File: src/rtl/ddr4_train_pkg.sv
// rtl/ddr4_train_pkg.sv - shared types, default constants and helpers for the DQS lane delay trainer
// Purpose: trainer FSM state encoding, default parameter values and the window-width test.
// Ports: none (package).
package ddr4_train_pkg;

   typedef enum logic [3:0] {
      ST_IDLE,
      ST_LOAD,
      ST_SETTLE,
      ST_CLEAR,
      ST_SAMPLE,
      ST_EVAL,
      ST_STEP,
      ST_CENTER,
      ST_DONE,
      ST_ERR
   } train_state_t;

   localparam int DEF_TAP_W      = 8;
   localparam int DEF_MAX_TAP    = 127;
   localparam int DEF_SETTLE_CYC = 8;
   localparam int DEF_SAMPLE_CYC = 32;
   localparam int DEF_MIN_WIN    = 4;

   // Window width is last-first+1; evaluated at 32 bits so the +1 cannot wrap a TAP_W value.
   function automatic logic win_ok(input logic [31:0] first,
                                   input logic [31:0] last,
                                   input logic [31:0] min_win);
      return (last - first + 32'd1) >= min_win;
   endfunction

endpackage

File: src/rtl/ddr4_train_wait_cnt.sv
// rtl/ddr4_train_wait_cnt.sv - loadable down-counter with zero flag for trainer wait phases
// Purpose: times the SETTLE and SAMPLE phases of the trainer (one shared instance).
// Ports: clk, rst (sync active-high), load/load_val (reload), dec (count down, saturates at 0), zero (count==0).
module ddr4_train_wait_cnt #(
   parameter int W = 6
) (
   input  logic         clk,
   input  logic         rst,
   input  logic         load,
   input  logic [W-1:0] load_val,
   input  logic         dec,
   output logic         zero
);

   logic [W-1:0] cnt;

   always_ff @(posedge clk) begin
      if (rst) begin
         cnt <= '0;
      end else if (load) begin
         cnt <= load_val;
      end else if (dec && (cnt != '0)) begin
         cnt <= cnt - 1'b1;
      end
   end

   assign zero = (cnt == '0);

endmodule

File: src/rtl/ddr4_dqs_lane_delay_trainer.sv
// rtl/ddr4_dqs_lane_delay_trainer.sv - per-lane DDR4 DQS read-eye delay trainer
// Purpose: sweeps the IOD delay line from tap 0, samples eye-monitor EARLY/LATE flags at each tap,
//   accepts the first passing window of at least MIN_WIN taps and parks the delay line at its centre.
// Ports: fab_clk/sync_rst (clock, sync active-high reset); train_start/busy/done/err (sequencer handshake);
//   tap_first/tap_last/tap_center (result); delay_line_load/move/direction/out_of_range (IOD delay line);
//   eye_monitor_clear_flags/early/late (IOD eye monitor); eye_map (only with DDR4_TRAIN_EYE_MAP_EN).
// Option: define DDR4_TRAIN_EYE_MAP_EN to add the per-tap pass map output.
module ddr4_dqs_lane_delay_trainer
   import ddr4_train_pkg::*;
#(
   parameter int TAP_W      = DEF_TAP_W,
   parameter int MAX_TAP    = DEF_MAX_TAP,
   parameter int SETTLE_CYC = DEF_SETTLE_CYC,
   parameter int SAMPLE_CYC = DEF_SAMPLE_CYC,
   parameter int MIN_WIN    = DEF_MIN_WIN
) (
   input  logic             fab_clk,
   input  logic             sync_rst,
   input  logic             train_start,
   output logic             train_busy,
   output logic             train_done,
   output logic             train_err,
   output logic [TAP_W-1:0] tap_first,
   output logic [TAP_W-1:0] tap_last,
   output logic [TAP_W-1:0] tap_center,
   output logic             delay_line_load,
   output logic             delay_line_move,
   output logic             delay_line_direction,
   input  logic             delay_line_out_of_range,
   output logic             eye_monitor_clear_flags,
   input  logic             eye_monitor_early,
`ifdef DDR4_TRAIN_EYE_MAP_EN
   output logic [MAX_TAP:0] eye_map,
`endif
   input  logic             eye_monitor_late
);

   localparam int CNT_MAX = (SETTLE_CYC > SAMPLE_CYC) ? SETTLE_CYC : SAMPLE_CYC;
   localparam int CNT_W   = $clog2(CNT_MAX + 1);
   localparam logic [CNT_W-1:0] SETTLE_VAL = CNT_W'(SETTLE_CYC - 1);
   localparam logic [CNT_W-1:0] SAMPLE_VAL = CNT_W'(SAMPLE_CYC - 1);
   localparam logic [TAP_W-1:0] MAX_TAP_T  = TAP_W'(MAX_TAP);
   localparam logic [31:0]      MIN_WIN_U  = 32'(MIN_WIN);

   train_state_t     state, state_n;
   logic [TAP_W-1:0] tap;
   logic             in_win, fail, first_sample, phase, dir;
   logic             early_r, late_r;

   logic             cnt_load, cnt_dec, cnt_zero;
   logic [CNT_W-1:0] cnt_val;

   logic             pass, in_win_n, win_close, at_end;
   logic [TAP_W-1:0] first_n, last_n, target;
   logic [TAP_W:0]   center_sum;

   ddr4_train_wait_cnt #(.W(CNT_W)) u_wait (
      .clk      (fab_clk),
      .rst      (sync_rst),
      .load     (cnt_load),
      .load_val (cnt_val),
      .dec      (cnt_dec),
      .zero     (cnt_zero)
   );

   assign center_sum = {1'b0, tap_first} + {1'b0, tap_last};
   assign target     = center_sum[TAP_W:1];

   always_comb begin
      state_n                 = state;
      cnt_load                = 1'b0;
      cnt_val                 = SETTLE_VAL;
      cnt_dec                 = 1'b0;
      train_busy              = 1'b1;
      train_done              = 1'b0;
      train_err               = 1'b0;
      delay_line_load         = 1'b0;
      delay_line_move         = 1'b0;
      eye_monitor_clear_flags = 1'b0;

      // Tap evaluation; only consumed in ST_EVAL.
      pass      = !fail;
      first_n   = tap_first;
      last_n    = tap_last;
      in_win_n  = in_win;
      win_close = 1'b0;
      if (pass) begin
         if (!in_win) begin
            first_n  = tap;
            last_n   = tap;
            in_win_n = 1'b1;
         end else begin
            last_n = tap;
         end
      end else if (in_win) begin
         if (win_ok(32'(tap_first), 32'(tap_last), MIN_WIN_U)) win_close = 1'b1;
         else                                                  in_win_n  = 1'b0;
      end
      // A tap flagged out of range still counts as evaluated before the sweep terminates.
      at_end = (tap == MAX_TAP_T) || delay_line_out_of_range;

      case (state)
         ST_IDLE, ST_DONE, ST_ERR: begin
            train_busy = 1'b0;
            train_done = (state == ST_DONE);
            train_err  = (state == ST_ERR);
            if (train_start) state_n = ST_LOAD;
         end
         ST_LOAD: begin
            delay_line_load = 1'b1;
            cnt_load        = 1'b1;
            state_n         = ST_SETTLE;
         end
         ST_SETTLE: begin
            if (cnt_zero) state_n = ST_CLEAR;
            else          cnt_dec = 1'b1;
         end
         ST_CLEAR: begin
            eye_monitor_clear_flags = 1'b1;
            cnt_load                = 1'b1;
            cnt_val                 = SAMPLE_VAL;
            state_n                 = ST_SAMPLE;
         end
         ST_SAMPLE: begin
            if (cnt_zero) state_n = ST_EVAL;
            else          cnt_dec = 1'b1;
         end
         ST_EVAL: begin
            if (win_close)
               state_n = ST_CENTER;
            else if (at_end)
               state_n = (in_win_n && win_ok(32'(first_n), 32'(last_n), MIN_WIN_U)) ? ST_CENTER : ST_ERR;
            else
               state_n = ST_STEP;
         end
         ST_STEP: begin
            // phase 0 shows DIRECTION=1 alone, phase 1 issues the MOVE.
            if (phase) begin
               delay_line_move = 1'b1;
               cnt_load        = 1'b1;
               state_n         = ST_SETTLE;
            end
         end
         ST_CENTER: begin
            // phase 0 decides, phase 1 moves; this spaces MOVEs two cycles apart.
            if (phase)               delay_line_move = 1'b1;
            else if (tap == target)  state_n = ST_DONE;
         end
         default: state_n = ST_IDLE;
      endcase
   end

   assign delay_line_direction = dir;

   always_ff @(posedge fab_clk) begin
      if (sync_rst) begin
         state        <= ST_IDLE;
         tap          <= '0;
         tap_first    <= '0;
         tap_last     <= '0;
         tap_center   <= '0;
         in_win       <= 1'b0;
         fail         <= 1'b0;
         first_sample <= 1'b0;
         phase        <= 1'b0;
         dir          <= 1'b0;
         early_r      <= 1'b0;
         late_r       <= 1'b0;
`ifdef DDR4_TRAIN_EYE_MAP_EN
         eye_map      <= '0;
`endif
      end else begin
         state   <= state_n;
         early_r <= eye_monitor_early;
         late_r  <= eye_monitor_late;
         case (state)
            ST_LOAD: begin
               tap        <= '0;
               tap_first  <= '0;
               tap_last   <= '0;
               tap_center <= '0;
               in_win     <= 1'b0;
               phase      <= 1'b0;
               dir        <= 1'b0;
`ifdef DDR4_TRAIN_EYE_MAP_EN
               eye_map    <= '0;
`endif
            end
            ST_CLEAR: begin
               fail         <= 1'b0;
               first_sample <= 1'b1;
            end
            ST_SAMPLE: begin
               // early_r/late_r in the first SAMPLE cycle still reflect the pre-clear flags.
               first_sample <= 1'b0;
               if (!first_sample) fail <= fail | early_r | late_r;
            end
            ST_EVAL: begin
               tap_first <= first_n;
               tap_last  <= last_n;
               in_win    <= in_win_n;
               phase     <= 1'b0;
               if (state_n == ST_STEP)        dir <= 1'b1;
               else if (state_n == ST_CENTER) dir <= 1'b0;
`ifdef DDR4_TRAIN_EYE_MAP_EN
               for (int t = 0; t <= MAX_TAP; t++)
                  if (tap == TAP_W'(t)) eye_map[t] <= pass;
`endif
            end
            ST_STEP: begin
               phase <= !phase;
               if (phase) tap <= tap + 1'b1;
            end
            ST_CENTER: begin
               if (state_n == ST_DONE) begin
                  tap_center <= tap;
               end else begin
                  phase <= !phase;
                  if (phase) tap <= tap - 1'b1;
               end
            end
            default: ;
         endcase
      end
   end

endmodule

File: config.mk
export PLATFORM = sky130hd
export DESIGN_NAME = ddr4_dqs_lane_delay_trainer
export DESIGN_NICKNAME = d
export VERILOG_FILES = /design/src/rtl/ddr4_train_pkg.sv /design/src/rtl/ddr4_train_wait_cnt.sv /design/src/rtl/ddr4_dqs_lane_delay_trainer.sv
export SDC_FILE = /design/constraint.sdc
export NUM_CORES = 1
export LEC_CHECK = 0
export CAP_MARGIN = 20
export CORE_MARGIN = 1
export CORE_UTILIZATION = 45
export CTS_BUF_LIST = sky130_fd_sc_hd__clkbuf_2 sky130_fd_sc_hd__clkbuf_4 sky130_fd_sc_hd__clkbuf_8
export CTS_CLUSTER_DIAMETER = 150
export DETAILED_ROUTE_END_ITERATION = 8
export PLACE_DENSITY_LB_ADDON = 0.3
export REMOVE_ABC_BUFFERS = 1
export SETUP_SLACK_MARGIN = 0.2
export SYNTH_ARGS = -nofsm -noshare
export SYNTH_HDL_FRONTEND = slang
export SYNTH_SLANG_ARGS = --single-unit
File: constraint.sdc
create_clock -name fab_clk -period 5.05 [get_ports fab_clk]
set_clock_uncertainty 0.2 [all_clocks]
set_input_delay 1.2625 -clock fab_clk [delete_from_list [all_inputs] [get_ports fab_clk]]
set_output_delay 1.2625 -clock fab_clk [all_outputs]
set_load 0.02 [all_outputs]
==> flow_metrics.env, run 1 <==
export IMPL_hold_buffers=0
export IMPL_synth_area_um2=3860
export IMPL_die_w_um=94.7
export IMPL_worst_pin_slew_ns=1.01
export IMPL_cp_slowest_cell="nor2_1"
export IMPL_synthFlopType="dfxtp_1"
export IMPL_layout_commonest_cell="nor2_1"
export IMPL_layout_drive_gt1_share_pct=6.03
export IMPL_finalSetupViolations=0
export IMPL_yosys_area_top_type="dfxtp_1"
export IMPL_ys_warn_count=0
export IMPL_dieArea_um2=8960
export IMPL_rr_startpoint="fail"
export IMPL_crit_fanout=16
export IMPL_n_antenna_cell=0
export IMPL_firstDrtPassIters=4
export IMPL_power_leakage_nw=1.73
export IMPL_cellPowerDensity_nw_per_um2=182
export IMPL_routed_wl_mm=9.40
export IMPL_start_util_pct=46.8
export IMPL_top_usage_layer="met2"
export IMPL_hold_end="tap_center[0]"
export IMPL_numPortBuffers=36
export IMPL_hold_viol=0
export IMPL_htree_num_levels=2
export IMPL_grt_max_degree=49
export IMPL_crit_chain="nor2_1 -> mux2_2 -> ha_1 -> inv_1 -> fa_1 -> a21o_1 -> a21oi_1 -> o21a_1 -> mux2_2 -> nand4_1 -> a21boi_0 -> a311o_2 -> a311oi_1"
export IMPL_most_common_layout_cells="nor2_1 (62), a21oi_1 (55), dfxtp_1 (49)"
export IMPL_r2r_cells=13
export IMPL_post_place_ws_ns=0.813
export IMPL_use_met1_pct=31.1
export IMPL_detail_route_vias_per_cell=5.70
export IMPL_hold_path_class="reg -> reg"
export IMPL_cts_setup_buffers=0
export IMPL_vdd_ir_drop_max_mv=0.106
export IMPL_relSlewSlack_pct=32.1
export IMPL_grt_pass1_vias=3313
export IMPL_clock_path_buffers=2
export IMPL_detail_route_antenna_nets=0
export IMPL_seq_area_frac_synth_pct=25.4
export IMPL_ys_seq_elements=49
export IMPL_cts_inserted_buffers=5
export IMPL_maxCapViolCount=0
export IMPL_grt_pass1_wl_mm=16.0
export IMPL_row_count=33
export IMPL_synth_top_area_share_pct=25.4
export IMPL_status="finished clean"
export IMPL_period_needed_ns=4.30
export IMPL_avgRoutedWirePerCell_um=15.2
export IMPL_cpPeakStageDelay_ns=0.77
export IMPL_rsz0062_at_grt="false"
export IMPL_synth_cells=493
export IMPL_coreArea_um2=8260
export IMPL_drt_iter0_markers=173
export IMPL_use_met3_pct=3.06
export IMPL_final_max_slew_viol_count=0
export IMPL_required_ns=5.08
export IMPL_synth_distinct_cells=65
export IMPL_r2r_setup_slack_ns=0.75
export IMPL_synth_edf_count=0
export IMPL_setup_tns_ns=0
export IMPL_clk_latency_ns=0.31
export IMPL_crit_top_cell="mux2_2"
export IMPL_use_met2_pct=35.6
export IMPL_reg2reg_to="state[1]"
export IMPL_die_h_um=94.7
export IMPL_worstSetupPathType="reg -> reg"
export IMPL_whs_ns=0.266
export IMPL_cts_reportedPaths_clkPinSlew_ns=0.09
export IMPL_max_freq_mhz=233
export IMPL_synthTopCellsByArea="dfxtp_1 (25%), ha_1 (11%), a21oi_1 (7.1%), nor2_1 (6.0%), xnor2_1 (3.9%)"
export IMPL_placed_cells=610
export IMPL_start_kind="flop"
export IMPL_cts_resized=0
export IMPL_cp_arrival_ns=4.33
export IMPL_tritoncts="built"
export IMPL_endpoint_kind="flop"
export IMPL_grt_use_total_pct=22.4
export IMPL_fin_cells=619
export IMPL_fin_crit_sh_pct=85.1
export IMPL_avgSynthCellArea_um2=7.84
export IMPL_num_vias=3526
export IMPL_fin_ws_ns=0.754
export IMPL_async_reset_ff_share_pct=0
export IMPL_antenna_found_initial=0
export IMPL_hold_start="tap_center[0]"
export IMPL_gp_congestion=0.825
export IMPL_cts_root_buf="clkbuf_8"
export IMPL_layout_nets=557
export IMPL_numClockSinks=49
export IMPL_min_path_cells=2
export IMPL_io_pins=37
export IMPL_drcViolationCount=0
export IMPL_overflow=0
export IMPL_hpwl_mm=7.02
export IMPL_syn_to_final_growth_pct=12.0
-- metal layers --
| layer | vias up | wire length (um) |
|---|---|---|
| met5 | - | 0 |
| met4 | 0 | 155 |
| met3 | 15 | 438 |
| met2 | 80 | 4300 |
| met1 | 1636 | 4510 |
| li1 | 1795 | - |
-- registers in the layout, summed over array words and instances (netlist names), 4 cells and up --
name,count
tap_last,8
tap_center,8
tap_first,8
tap,8
u_wait.cnt,6
state,4
-- cell families (layout without fill, tap and decap cells) --
| group | after synthesis | after routing | synth area share [%] |
|---|---|---|---|
| xor+xnor | 30 | 30 | 6.80 |
| flops | 49 | 49 | 25.4 |
| mux | 19 | 19 | 5.21 |
| compound gates | 127 | 127 | 20.9 |
| buf+inv | 53 | 74 | 5.92 |
| simple gates | 177 | 177 | 22.7 |
| fa+ha+maj | 38 | 38 | 13.1 |
-- area by class of cell --
cell class	count	area, um^2
timing repair buffer	39	375
tap	105	131
inverter	27	101
sequential	49	981
clock buffer	6	76.3
fill	825	3930
multi-input combinational	391	2660
clock inverter	2	10.0
-- worst max-delay path by stage --
stage          depth (start not counted)  from                   end  slack (ns)
2_1_floorplan                         13  fail              state[1]        1.29
3_3_place_gp                          13  fail              state[1]        0.99
3_5_place_dp                          13  fail              state[1]        0.81
4_1_cts                               13  fail              state[1]        0.80
5_1_grt                               13  fail  delay_line_direction        0.50
6_report                              13  fail              state[1]        0.75
-- synthesized netlist by cell type, types with 2 or more instances --
cell type	number
buf_4	2
or3_1	5
or4_1	2
a21oi_1	55
nand2b_1	6
nor3_1	13
o21a_1	5
nand2_1	27
o211ai_1	4
clkbuf_1	16
nor4b_1	3
nor2_1	62
o22ai_1	2
inv_1	27
o31a_1	2
dfxtp_1	49
a21o_1	4
a31oi_1	4
buf_1	2
nor2b_1	7
a22oi_1	6
or3b_1	2
nor4_1	4
o21ai_0	20
xor2_1	13
nand4_1	7
o21bai_1	5
fa_1	4
nand3_1	25
mux2i_1	10
o2111ai_1	3
xnor2_1	17
and3_1	4
buf_2	3
a311oi_1	2
ha_1	34
mux2_2	9
-- metrics by stage --
step                      total power [mW]  utilization (%)  area, um^2
after floorplan                      0.517                -        3740
after global placement               0.559             51.3        4240
after detailed placement             0.563             51.3        4240
after CTS                            0.796             52.4        4330
after global routing                 0.830             52.4        4330
final                                0.790             52.4        4330
-- critical path: cells and delay by family (launching register included) --
family	cells	cell delay (ns)
AO/OA/AOI/OAI	6	1.29
adder cells (fa/ha/maj)	2	0.57
flip-flops	1	0.55
AND/OR/NAND/NOR	2	0.88
buffers and inverters	1	0.06
multiplexers	2	0.65
-- report_power, final --
part / internal (mW) / switching (mW)
sequential: 0.400 / 0.0189
clock: 0.102 / 0.133
combinational: 0.0521 / 0.0846
total: 0.554 / 0.237
(Power assumes the default switching activity.)
==> run 2: changes to the inputs <==
CORE_ASPECT_RATIO = 0.6   (was unset)
==> flow_metrics.env, run 2 (synthesized netlist as in run 1, its figures left out) <==
export IMPL_overflow=0
export IMPL_rsz0062_at_grt="false"
export IMPL_layout_commonest_cell="nor2_1"
export IMPL_maxCapViolCount=0
export IMPL_endpoint_kind="primary output"
export IMPL_finalSetupViolations=0
export IMPL_n_antenna_cell=0
export IMPL_worstSetupPathType="reg -> out"
export IMPL_grt_pass1_vias=3325
export IMPL_io_pins=37
export IMPL_hold_viol=0
export IMPL_syn_to_final_growth_pct=12.8
export IMPL_grt_use_total_pct=23.8
export IMPL_clock_path_buffers=2
export IMPL_power_leakage_nw=1.74
export IMPL_reg2reg_to="state[1]"
export IMPL_start_kind="flop"
export IMPL_routed_wl_mm=10.1
export IMPL_clk_latency_ns=0.32
export IMPL_die_h_um=73.8
export IMPL_cts_inserted_buffers=5
export IMPL_relSlewSlack_pct=36.8
export IMPL_required_ns=3.59
export IMPL_fillers=778
export IMPL_rr_startpoint="in_win"
export IMPL_die_w_um=122
export IMPL_crit_path_end="delay_line_load"
export IMPL_period_needed_ns=4.18
export IMPL_crit_chain="nor3_1 -> nand2b_1 -> inv_1 -> clkdlybuf4s50_1"
export IMPL_gp_congestion=0.926
export IMPL_most_common_layout_cells="nor2_1 (62), a21oi_1 (55), dfxtp_1 (49)"
export IMPL_vdd_ir_drop_max_mv=0.0961
export IMPL_worst_pin_slew_ns=0.948
export IMPL_drt_iter0_markers=357
export IMPL_hold_path_class="reg -> reg"
export IMPL_fin_crit_sh_pct=82.8
export IMPL_cts_reportedPaths_clkPinSlew_ns=0.09
export IMPL_startpoint="state[2]"
export IMPL_multi_input_area_um2=2660
export IMPL_cts_resized=0
export IMPL_tritoncts="built"
export IMPL_num_vias=3639
export IMPL_detail_route_antenna_nets=0
export IMPL_hpwl_mm=7.67
export IMPL_grt_pass1_wl_mm=16.6
export IMPL_cp_depth=4
export IMPL_htree_num_levels=2
export IMPL_whs_ns=0.268
export IMPL_hold_buffers=0
export IMPL_r2r_cells=13
export IMPL_seqCellArea_um2=981
export IMPL_numPortBuffers=36
export IMPL_setup_tns_ns=0
export IMPL_firstDrtPassIters=5
export IMPL_cp_slowest_cell="clkdlybuf4s50_1"
export IMPL_r2r_setup_slack_ns=0.97
export IMPL_detail_route_vias_per_cell=5.85
export IMPL_antenna_found_initial=0
export IMPL_cts_root_buf="clkbuf_8"
export IMPL_cellPowerDensity_nw_per_um2=189
export IMPL_dieArea_um2=8980
export IMPL_critPathTopFamily="buffers and inverters"
export IMPL_start_util_pct=47.7
export IMPL_row_count=25
export IMPL_drcViolationCount=0
export IMPL_layout_drive_gt1_share_pct=6.23
export IMPL_grt_max_degree=49
export IMPL_hold_start="tap_center[2]"
export IMPL_avgRoutedWirePerCell_um=16.3
export IMPL_cp_arrival_ns=2.72
export IMPL_crit_fanout=23
export IMPL_final_max_slew_viol_count=0
export IMPL_layout_nets=557
export IMPL_cts_setup_buffers=0
export IMPL_coreArea_um2=8100
export IMPL_cp_num_buf_inv=2
export IMPL_max_freq_mhz=239
export IMPL_numClockSinks=49
export IMPL_cpPeakStageDelay_ns=0.67
export IMPL_status="finished clean"
==> run 2: through the flow <==
step                setup slack, ns  std cells  util, %  area (um^2)  total power, mW
global route                  0.663        622     53.8         4360            0.866
finish                        0.870        622     53.8         4360            0.823
CTS                           0.917        622     53.7         4350            0.826
global placement               1.26        614     52.5         4250            0.561
floorplan                      1.29        467        -         3740            0.517
detailed placement             1.06        614     52.5         4250            0.564
==> run 2: area by class of cell <==
| cell class | instances | share of cell area [%] |
|---|---|---|
| Clock inverter | 1 | 0.115 |
| Timing Repair Buffer | 39 | 8.67 |
| Sequential cell | 49 | 22.5 |
| Clock buffer | 7 | 2.21 |
| Multi-Input combinational cell | 391 | 61.1 |
| Tap cell | 108 | 3.10 |
| Inverter | 27 | 2.33 |
==> run 2: worst register-to-register path, delay by kind of cell, from the launching register on <==
kind	cells	cell delay [ns]
buf+inv	1	0.05
flops	1	0.34
fa+ha+maj	2	0.55
compound gates	6	1.34
mux	2	0.68
simple gates	2	0.82
==> run 2: worst min path at each step <==
stage                          to  slack (ns)  cells past startpoint
floorplan            first_sample        0.28                      2
global placement    tap_center[7]        0.26                      2
detailed placement  tap_center[2]        0.26                      2
CTS                 tap_center[2]        0.27                      2
global route        tap_center[1]        0.29                      2
finish              tap_center[2]        0.27                      2
==> run 2: routing by layer <==
layer  global-route usage [%]  vias to the layer above  part of all wire (%)
met5                        0                        -                     0
met4                     3.98                        0                  0.65
met3                     5.12                        7                   7.3
met2                     34.0                      137                    39
met1                     36.4                     1691                    53
li1                         -                     1804                     -
==> run 2: power by group <==
| part | internal [mW] | switching (mW) | leakage, nW |
|---|---|---|---|
| Sequential | 0.400 | 0.0198 | 0.396 |
| Combinational | 0.0526 | 0.0886 | 1.28 |
| Clock | 0.124 | 0.138 | 0.0542 |
==> run 3: changes to the inputs <==
clock period = 3.6 ns   (was 5.05 ns; I/O delays follow)
==> flow_metrics.env, run 3 (synthesized netlist as in run 1, its figures left out) <==
export IMPL_gp_congestion=1.01
export IMPL_io_pins=37
export IMPL_layout_drive_gt1_share_pct=13.1
export IMPL_numPortBuffers=36
export IMPL_vdd_ir_drop_max_mv=0.143
export IMPL_grt_pass1_vias=3429
export IMPL_n_antenna_cell=0
export IMPL_overflow=0
export IMPL_final_max_slew_viol_count=0
export IMPL_period_needed_ns=3.28
export IMPL_startpoint="state[3]"
export IMPL_start_util_pct=47.7
export IMPL_power_leakage_nw=1.84
export IMPL_syn_to_final_growth_pct=18.5
export IMPL_die_h_um=73.8
export IMPL_post_place_ws_ns=0.0657
export IMPL_fin_crit_sh_pct=91.2
export IMPL_required_ns=2.50
export IMPL_row_count=25
export IMPL_detail_route_vias_per_cell=5.90
export IMPL_clock_path_buffers=2
export IMPL_layout_commonest_cell="nor2_1"
export IMPL_coreArea_um2=8100
export IMPL_maxCapViolCount=0
export IMPL_die_w_um=122
export IMPL_drcViolationCount=0
export IMPL_start_kind="flop"
export IMPL_fin_ws_ns=0.315
export IMPL_max_freq_mhz=304
export IMPL_rsz0062_at_grt="true"
export IMPL_rr_startpoint="fail"
export IMPL_dieArea_um2=8980
export IMPL_worst_pin_slew_ns=0.701
export IMPL_grt_use_total_pct=25.6
export IMPL_layout_nets=578
export IMPL_hold_start="tap_center[2]"
export IMPL_cp_arrival_ns=2.18
export IMPL_cellPowerDensity_nw_per_um2=250
export IMPL_tritoncts="built"
export IMPL_avgRoutedWirePerCell_um=17.3
export IMPL_hold_viol=0
export IMPL_hpwl_mm=8.36
export IMPL_status="finished clean"
export IMPL_grt_pass1_wl_mm=17.6
export IMPL_cts_inserted_buffers=5
export IMPL_cts_reportedPaths_clkPinSlew_ns=0.09
export IMPL_most_common_layout_cells="nor2_1 (61), a21oi_1 (53), dfxtp_1 (45)"
export IMPL_endpoint_kind="primary output"
export IMPL_relSlewSlack_pct=53.1
export IMPL_htree_num_levels=2
export IMPL_cts_root_buf="clkbuf_8"
export IMPL_firstDrtPassIters=5
export IMPL_crit_fanout=9
export IMPL_grt_max_degree=30
export IMPL_worstSetupPathType="reg -> out"
export IMPL_whs_ns=0.268
export IMPL_antenna_found_initial=0
export IMPL_hold_path_class="reg -> reg"
export IMPL_clk_latency_ns=0.31
export IMPL_num_vias=3796
export IMPL_drt_iter0_markers=468
export IMPL_finalSetupViolations=0
export IMPL_routed_wl_mm=11.1
export IMPL_numClockSinks=49
export IMPL_detail_route_antenna_nets=0
==> run 3: cell count changes in the layout (fill, tap and decap cells not counted), moves of 2 or more <==
cell	previous run	this run
mux2i_2	0	2
fa_1	4	2
a21oi_2	1	3
dfxtp_2	0	3
a21oi_1	55	53
dfxtp_1	49	45
clkbuf_8	7	5
mux2i_1	10	7
buf_4	3	22
fa_2	0	2
==> run 3: final cells by class <==
cell class / instances / area, um^2
clock inverters: 2 / 10.0
clock buffers: 6 / 76.3
repair buffers: 60 / 547
well taps: 108 / 135
inverters: 27 / 101
fillers: 749 / 3520
flip-flops and latches: 49 / 988
multi-input cells: 391 / 2720
==> run 3: worst max-delay path, stage by stage (launching register included) <==
cell and delay [ns]:
dfxtp_1 0.42, inv_1 0.11, buf_4 0.15, and3_1 0.21, nand2_1 0.15, inv_1 0.20
clkdlybuf4s50_1 0.63
==> run 3: metal layers <==
metal / routed length (um) / GRT usage [%]
met5: 0 / 0
met4: 116 / 4.53
met3: 879 / 6.52
met2: 4480 / 35.9
met1: 5640 / 38.9
==> run 3: power breakdown <==
part	internal [mW]	switching, mW	total, mW
registers	0.560	0.0162	0.576
logic	0.0883	0.139	0.227
clock network	0.143	0.199	0.342
==> run 3: per-stage QoR <==
step | total power, mW | setup TNS, ns | instance area (um^2) | std cells | util [%]
2_1_floorplan | 0.726 | -0.359 | 3740 | 467 | -
4_1_cts | 1.15 | 0 | 4470 | 639 | 55.2
3_5_place_dp | 0.809 | 0 | 4380 | 631 | 54.0
3_3_place_gp | 0.805 | 0 | 4380 | 631 | 54.0
5_1_grt | 1.21 | 0 | 4580 | 643 | 56.5
6_report | 1.15 | 0 | 4580 | 643 | 56.5
==> run 3: final timing paths <==
check | endpoint | slack [ns] | depth (start not counted)
min | tap_center[2] | 0.27 | 2
max | delay_line_move | 0.32 | 6
max reg2reg | state[1] | 0.32 | 12
min reg2reg | tap_center[2] | 0.27 | 2
==> run 3: timing repair <==
item                                    4_1_cts  5_1_grt
endpoints found under the setup margin        3       15
hold buffers                                  0        0
setup buffers                                 0        4
pin swaps                                     0        4
gates resized for setup                       3       22
